`src/rtl/exp_request_ctrl.sv`:
```
// Requester side of the CP0 exception interface: synchronises raw interrupt
// lines, latches edge events (or follows levels), applies the global and
// per-source block bits, and presents one prioritised one-hot request at a time.
//
// state   | meaning
// IDLE    | no request outstanding; waiting for an eligible pending source
// REQ     | ExpSrc driven for the latched cause; waiting for has_exp
// SERVICE | handler running; ExpSrc low until is_eret
module exp_request_ctrl #(
  parameter int                NSRC      = 3,
  parameter logic [NSRC-1:0]   EDGE_MASK = {NSRC{1'b1}},
  parameter int                CAUSE_W   = 2
) (
  input  logic               clk,
  input  logic               clr,
  input  logic [NSRC-1:0]    irq_in,
  input  logic               exp_block,
  input  logic [NSRC-1:0]    src_mask,
  input  logic               has_exp,
  input  logic               is_eret,
  output logic [NSRC-1:0]    ExpSrc,
  output logic [CAUSE_W-1:0] cause,
  output logic               in_service,
  output logic [NSRC-1:0]    pending,
  output logic [NSRC-1:0]    overrun
);

  typedef enum logic [1:0] {IDLE, REQ, SERVICE} state_t;

  localparam logic [NSRC-1:0] ONE = NSRC'(1);

  state_t             state, state_nxt;
  logic [CAUSE_W-1:0] cause_nxt;
  logic [NSRC-1:0]    sync1, sync2, sync3;
  logic [NSRC-1:0]    edge_set, ack_clr, elig, cause_hot;
  logic [NSRC-1:0]    pending_nxt, overrun_nxt;
  logic [CAUSE_W-1:0] win_idx;
  logic               win_any;

  // Two-flop synchroniser plus a third flop for rising-edge detection
  always_ff @(posedge clk or posedge clr) begin
    if (clr) begin
      sync1 <= '0;
      sync2 <= '0;
      sync3 <= '0;
    end else begin
      sync1 <= irq_in;
      sync2 <= sync1;
      sync3 <= sync2;
    end
  end

  assign cause_hot = ONE << cause;
  assign edge_set  = sync2 & ~sync3 & EDGE_MASK;
  // Acceptance clears only the winner, and only for edge sources
  assign ack_clr   = (state == REQ && has_exp) ? (cause_hot & EDGE_MASK) : '0;

  // Pending/overrun update: a same-cycle set beats the acceptance clear and
  // is not counted as an overrun, since the old event is being consumed
  always_comb begin
    pending_nxt = (((pending & ~ack_clr) | edge_set) & EDGE_MASK) | (sync2 & ~EDGE_MASK);
    overrun_nxt = overrun | (edge_set & pending & ~ack_clr);
  end

  // Pending and sticky overrun registers
  always_ff @(posedge clk or posedge clr) begin
    if (clr) begin
      pending <= '0;
      overrun <= '0;
    end else begin
      pending <= pending_nxt;
      overrun <= overrun_nxt;
    end
  end

  assign elig = exp_block ? '0 : (pending & ~src_mask);

  // Fixed priority: lowest eligible index wins
  always_comb begin
    win_idx = '0;
    win_any = 1'b0;
    for (int i = NSRC - 1; i >= 0; i--) begin
      if (elig[i]) begin
        win_idx = CAUSE_W'(i);
        win_any = 1'b1;
      end
    end
  end

  // State and cause registers
  always_ff @(posedge clk or posedge clr) begin
    if (clr) begin
      state <= IDLE;
      cause <= '0;
    end else begin
      state <= state_nxt;
      cause <= cause_nxt;
    end
  end

  // Next-state logic; cause is only re-latched on IDLE->REQ
  always_comb begin
    state_nxt = state;
    cause_nxt = cause;
    case (state)
      IDLE: begin
        if (win_any) begin
          cause_nxt = win_idx;
          state_nxt = REQ;
        end
      end
      REQ: begin
        if (has_exp)
          state_nxt = SERVICE;
        else if ((elig & cause_hot) == '0)
          state_nxt = IDLE;
      end
      SERVICE: begin
        if (is_eret)
          state_nxt = IDLE;
      end
      default: state_nxt = IDLE;
    endcase
  end

  // Request is decoded straight from state so reset drops it immediately
  assign ExpSrc     = (state == REQ) ? cause_hot : '0;
  assign in_service = (state == SERVICE);

endmodule

```
`config.mk`:
```
export PLATFORM = sky130hd
export DESIGN_NAME = exp_request_ctrl
export DESIGN_NICKNAME = d
export VERILOG_FILES = /design/src/rtl/exp_request_ctrl.sv
export SDC_FILE = /design/constraint.sdc
export NUM_CORES = 1
export LEC_CHECK = 0
export ABC_AREA = 1
export ABC_CLOCK_PERIOD_IN_PS = 1400
export BUFFER_PORTS_ARGS = -buffer_cell sky130_fd_sc_hd__clkbuf_2
export CAP_MARGIN = 15
export CORE_MARGIN = 8
export CORE_UTILIZATION = 48
export DETAILED_ROUTE_END_ITERATION = 16
export PLACE_DENSITY = 0.85
export SETUP_SLACK_MARGIN = 0.3
export SYNTH_ARGS = -nofsm -noshare
export SYNTH_HDL_FRONTEND = slang
export SYNTH_SLANG_ARGS = --single-unit
```
`constraint.sdc`:
```
create_clock -name clk -period 1.4 [get_ports clk]
set_clock_uncertainty 0.1 [all_clocks]
set_input_delay 0.28 -clock clk [delete_from_list [all_inputs] [get_ports clk]]
set_output_delay 0.28 -clock clk [all_outputs]
set_load 0.02 [all_outputs]
```
Yosys cells after proc, flatten, opt, wreduce, memory -nomap -nowiden

Cells that the tools add are included.

Add/sub/neg operators: 0
Divide/modulo/power cells: 0
Shift-type cells: 1
Mux-type cells: 14
Equality and inequality tests: 5
Bitwise operators: 11
Magnitude comparators: 0
Reduce and logical (&&, ||, !) cells: 5
Multipliers: 0

Operators with widths:

| kind                                                                  | number |
|---|---|
| 3-bit bitwise AND                                                     | 6 |
| 2-bit 2-to-1 mux                                                      | 7 |
| 3-bit 2-to-1 mux                                                      | 3 |
| 3-bit inverter                                                        | 3 |
| 3-bit OR                                                              | 2 |
| 2-bit case mux with 3 select lines                                    | 1 |
| 2-bit != test, second input constant                                  | 2 |
| 3-bit zero test                                                       | 1 |
| 1-bit 2-to-1 mux                                                      | 3 |
| 3-bit != test, second input constant                                  | 1 |
| 3-bit AND reduction                                                   | 1 |
| 1-bit by 2-bit << shifter with 3-bit output, first input constant     | 1 |
| 2-bit by 1-bit equality test with 1-bit output, second input constant | 1 |
| 2-bit equality test, second input constant                            | 1 |
| 2-bit zero test                                                       | 1 |
| 2-bit AND reduction                                                   | 1 |
| 1-bit logical AND                                                     | 1 |

Input port bits: 11
Output and inout port bits: 12
Memory bits (read-only): 0
RAM bits: 0
Memories kept: 0
Logic and storage cells: 43
Flip-flop bits (word level): 19
Latch bits: 0

Longest topological paths before layout

Depth after elaboration: 8
Depth in mapped cells: 7
Gate-level depth less buffers: 7

Worst setup path after synthesis

No wires, ideal clock.

Path kind: reg2out
From: reg state[1]
To: out ExpSrc[0]
Data required time: 1.020 ns
Path slack: -0.006 ns
Cell stages (with the launch flop): 4
Arrival: 1.026 ns
Path buffers: 0
Path through: dfrtp_1 > inv_1 > nand2_1 > nor3_1

Word-level cells in the longest chain between the ends: 2

Ends and longest elaborated chain:

| item                                           | line | RTL |
|---|---|---|
| start, declared                                | 32   | `state_t state, state_nxt;` |
| start signal, assigned                         | 96   | `state <= state_nxt;` |
| 2-bit by 1-bit equality test with 1-bit output | 127  | `assign ExpSrc = (state == REQ) ? cause_hot : '0;` |
| 3-bit 2-to-1 mux                               | 127  |  |
| end, declared                                  | 21   | `output logic [NSRC-1:0] ExpSrc,` |

No other way between the ends.

Final worst setup path

From: reg cause[1]
To: out ExpSrc[0]

Word-level cells in the longest chain between the ends: 2

Ends and longest elaborated chain:

| item                                        | line | RTL |
|---|---|---|
| start, declared                             | 22   | `output logic [CAUSE_W-1:0] cause,` |
| start signal, assigned                      | 97   | `cause <= cause_nxt;` |
| 1-bit by 2-bit << shifter with 3-bit output | 53   | `assign cause_hot = ONE << cause;` |
| 3-bit 2-to-1 mux                            | 127  |  |

No other way between the ends.

==> out/qor.csv <==
metric,value,unit
status,"complete, but fails checks",
violations,negative setup slack,
nets,142,
worstReg2RegStart,cause[0],
dieArea,0.003158,sq mm
seq_area_frac_synth,0.6129,
netlist.area_leader.share,0.6129,
finalCritPeriodShare,1.166,
min_period,1633,ps
synth_top_area_cell,dfrtp_1,
rsz0062_at_grt,true,
grt_usage,0.1372,
place_area,950.9,sq um
tns,-910.1,ps
overflow,0,
grt_pass1_wl,3443,um
p_int,1441,uW
clk_latency,300,ps
synth-simple-area-share,0.2161,
grt_max_degree,20,
regToRegSetupSlack,-30,ps
crit_fanout,3,
route.detailed.drc,0,
fin_ws,-232.8,ps
synth_compound_area_frac,0.07419,
p_per_area,1851,mW/mm^2
cts.sinks,19,
synth_adder_area_share,0,
synthCells,84,
vias_per_cell,5.041,
worstMarginPinSlew,234.9,ps
area_delta_synth_final,70.65,%
multi_input_area,321.6,sq um
worstPathRequired,1020,ps
yosysUniqueCellTypes,16,
slew_violations,0,
clkTransAtPathRegs,100,ps
synth_xor_area_frac,0,
drt-initial-drc-count,6,
cts_max_path_buffers,2,
hp-class,input port to register,
crit_end,ExpSrc[0],
cp-start-kind,register,
holdWs,51.69,ps
final_area,0.001324,sq mm
path_cells,buf_6 > nor3_4 > clkbuf_8,
crit_start,cause[1],
synth_nets,95,
ys_ff_latch,19,
yosysWarningCount,0,
htree_num_levels,1,
cp.arrival,1250,ps
totalWireLength,2381,um
netlist_area,775.7,sq um
gp_congestion,0.9379,
power_frac_comb,0.580,
r2r_cells,7,
hold_viol,0,
synthTopCellsByArea,"dfrtp_1, inv_1, nand2_1, nor2_1, nand3_1",
std_cell_rows,14,
antenna_found_initial,0,
synth_top_family_by_area,simple AND/OR/NAND/NOR gates,
syn_avg_cell_area,9.235,sq um
relSlewSlack,0.8434,
fillers,66,
die_h,56.20,um
drt_pre_antenna_iters,4,
initial_utilization,0.5150,
crit_slowest_cell,dfrtp_2,
peakVddDrop,1.143,mV
setup_viol,7,
vias,736,
cts_tree,built,
core,0.001506,sq mm
hpwlAfterDp,1222,um
path_class,register to primary output,
cp-end-kind,primary output,
seq_power_share,0.310,
port_buffers,22,
power.switching,1009,uW
cts_buffers,3,
cts_root_buf,clkbuf_4,
p_sw_frac,0.4118,
ant_nets,0,
layout-drive-gt1-share,0.5923,
r2r-end,overrun[0],
fp.dieW,56.20,um
routedWlPerCell,16.31,um
drv_cap,0,
max_clock_freq,612.4,MHz
cellLeakagePower,0.0006735,uW
io_pins,23,
antenna_cells,0,
grt_pass1_vias,745,
synthMuxAreaShare,0,
max_stage_delay,460,ps
clkPwrFrac,0.110,
register_area,480.5,sq um
==> layer usage <==
metal | global-route usage | vias up | share of wire
li1 | - | 351 | -
met1 | 0.1444 | 349 | 0.39
met2 | 0.2361 | 29 | 0.52
met3 | 0.04566 | 7 | 0.061
met4 | 0.06873 | 0 | 0.028
met5 | 0 | - | 0
==> synth_stat cells (all sizes together) <==
cell,n
o31ai,1
nand3b,1
nand2,16
nand4,1
dfrtp,19
o21ai,4
inv,20
nand3,7
nor2,11
nor3,1
o21bai,3
==> per-stage QoR <==
stage	cells	utilization	worst slack, ps	power (uW)
global route	146	0.8787	-253.2	2574
finish	146	0.8787	-232.8	2450
floorplan	84	-	170.6	1250
detailed placement	123	0.6312	85.77	1448
global placement	123	0.6312	102.7	1426
CTS	141	0.8272	-184.9	2188
==> how the worst min path moves through the flow <==
stage | from | end | cells past startpoint
3_3_place_gp | clr | sync1[0] | 3
5_1_grt | is_eret | state[1] | 2
6_report | is_eret | state[1] | 2
4_1_cts | is_eret | state[1] | 2
3_5_place_dp | clr | sync2[0] | 3
2_1_floorplan | clr | overrun[0] | 1
==> area by class of cell <==
class                   count  share of cell area
flip-flops and latches     19              0.3629
repair buffers             42              0.2977
multi-input cells          45              0.2429
inverters                  20             0.06049
clock buffers               3             0.01701
well taps                  16             0.01512
clock inverters             1            0.003781
==> cell families after synthesis <==
group | after synthesis
compound gates | 8
flops | 19
simple gates | 37
buf+inv | 20
==> state kept, by name (all words and copies together), names as in the netlist <==
name and count:
overrun 3, state 2, sync3 3, sync1 3, pending 3, cause 2, sync2 3
==> cell usage in the layout (no fill, tap or decap), types with 2 or more instances in the layout <==
master         synthesis  routed
nand3_1                5       2
inv_4                  0       2
nand2_2                0       4
dlygate4sd3_1          0       4
clkbuf_8               0       6
o21ai_2                2       4
buf_6                  0       9
buf_4                  0      10
clkbuf_2               0      10
nand2_4                0       2
o21bai_1               3       3
nor2_4                 0       5
inv_2                  1       7
dfrtp_2                0       4
nor2_1                10       5
dfrtp_1               19      15
nand3_2                2       5
buf_8                  0       3
nand2_1               16      10
clkbuf_4               0       3
inv_1                 19      11
==> critical path, delay by kind of cell, from the launching register on <==
family / cells / cell delay (ps)
buf+inv: 2 / 310
flops: 1 / 460
simple gates: 1 / 190
==> power groups by stage <==
stage | combinational [uW] | sequential [uW] | clock [uW]
detailed placement | 671 | 778 | 0
floorplan | 420 | 830 | 0
finish | 1420 | 759 | 269
CTS | 1170 | 736 | 283
global route | 1500 | 769 | 304
global placement | 659 | 767 | 0
==> repair_timing <==
item / in CTS / in global routing
hold buffers: 4 / 0
pin swaps: 11 / 13
hold endpoints to repair: 22 / 0
setup endpoints to repair: 19 / 22
setup buffers: 10 / 5
resized for setup: 46 / 17
Note: power is estimated with default switching activity, not from simulation.
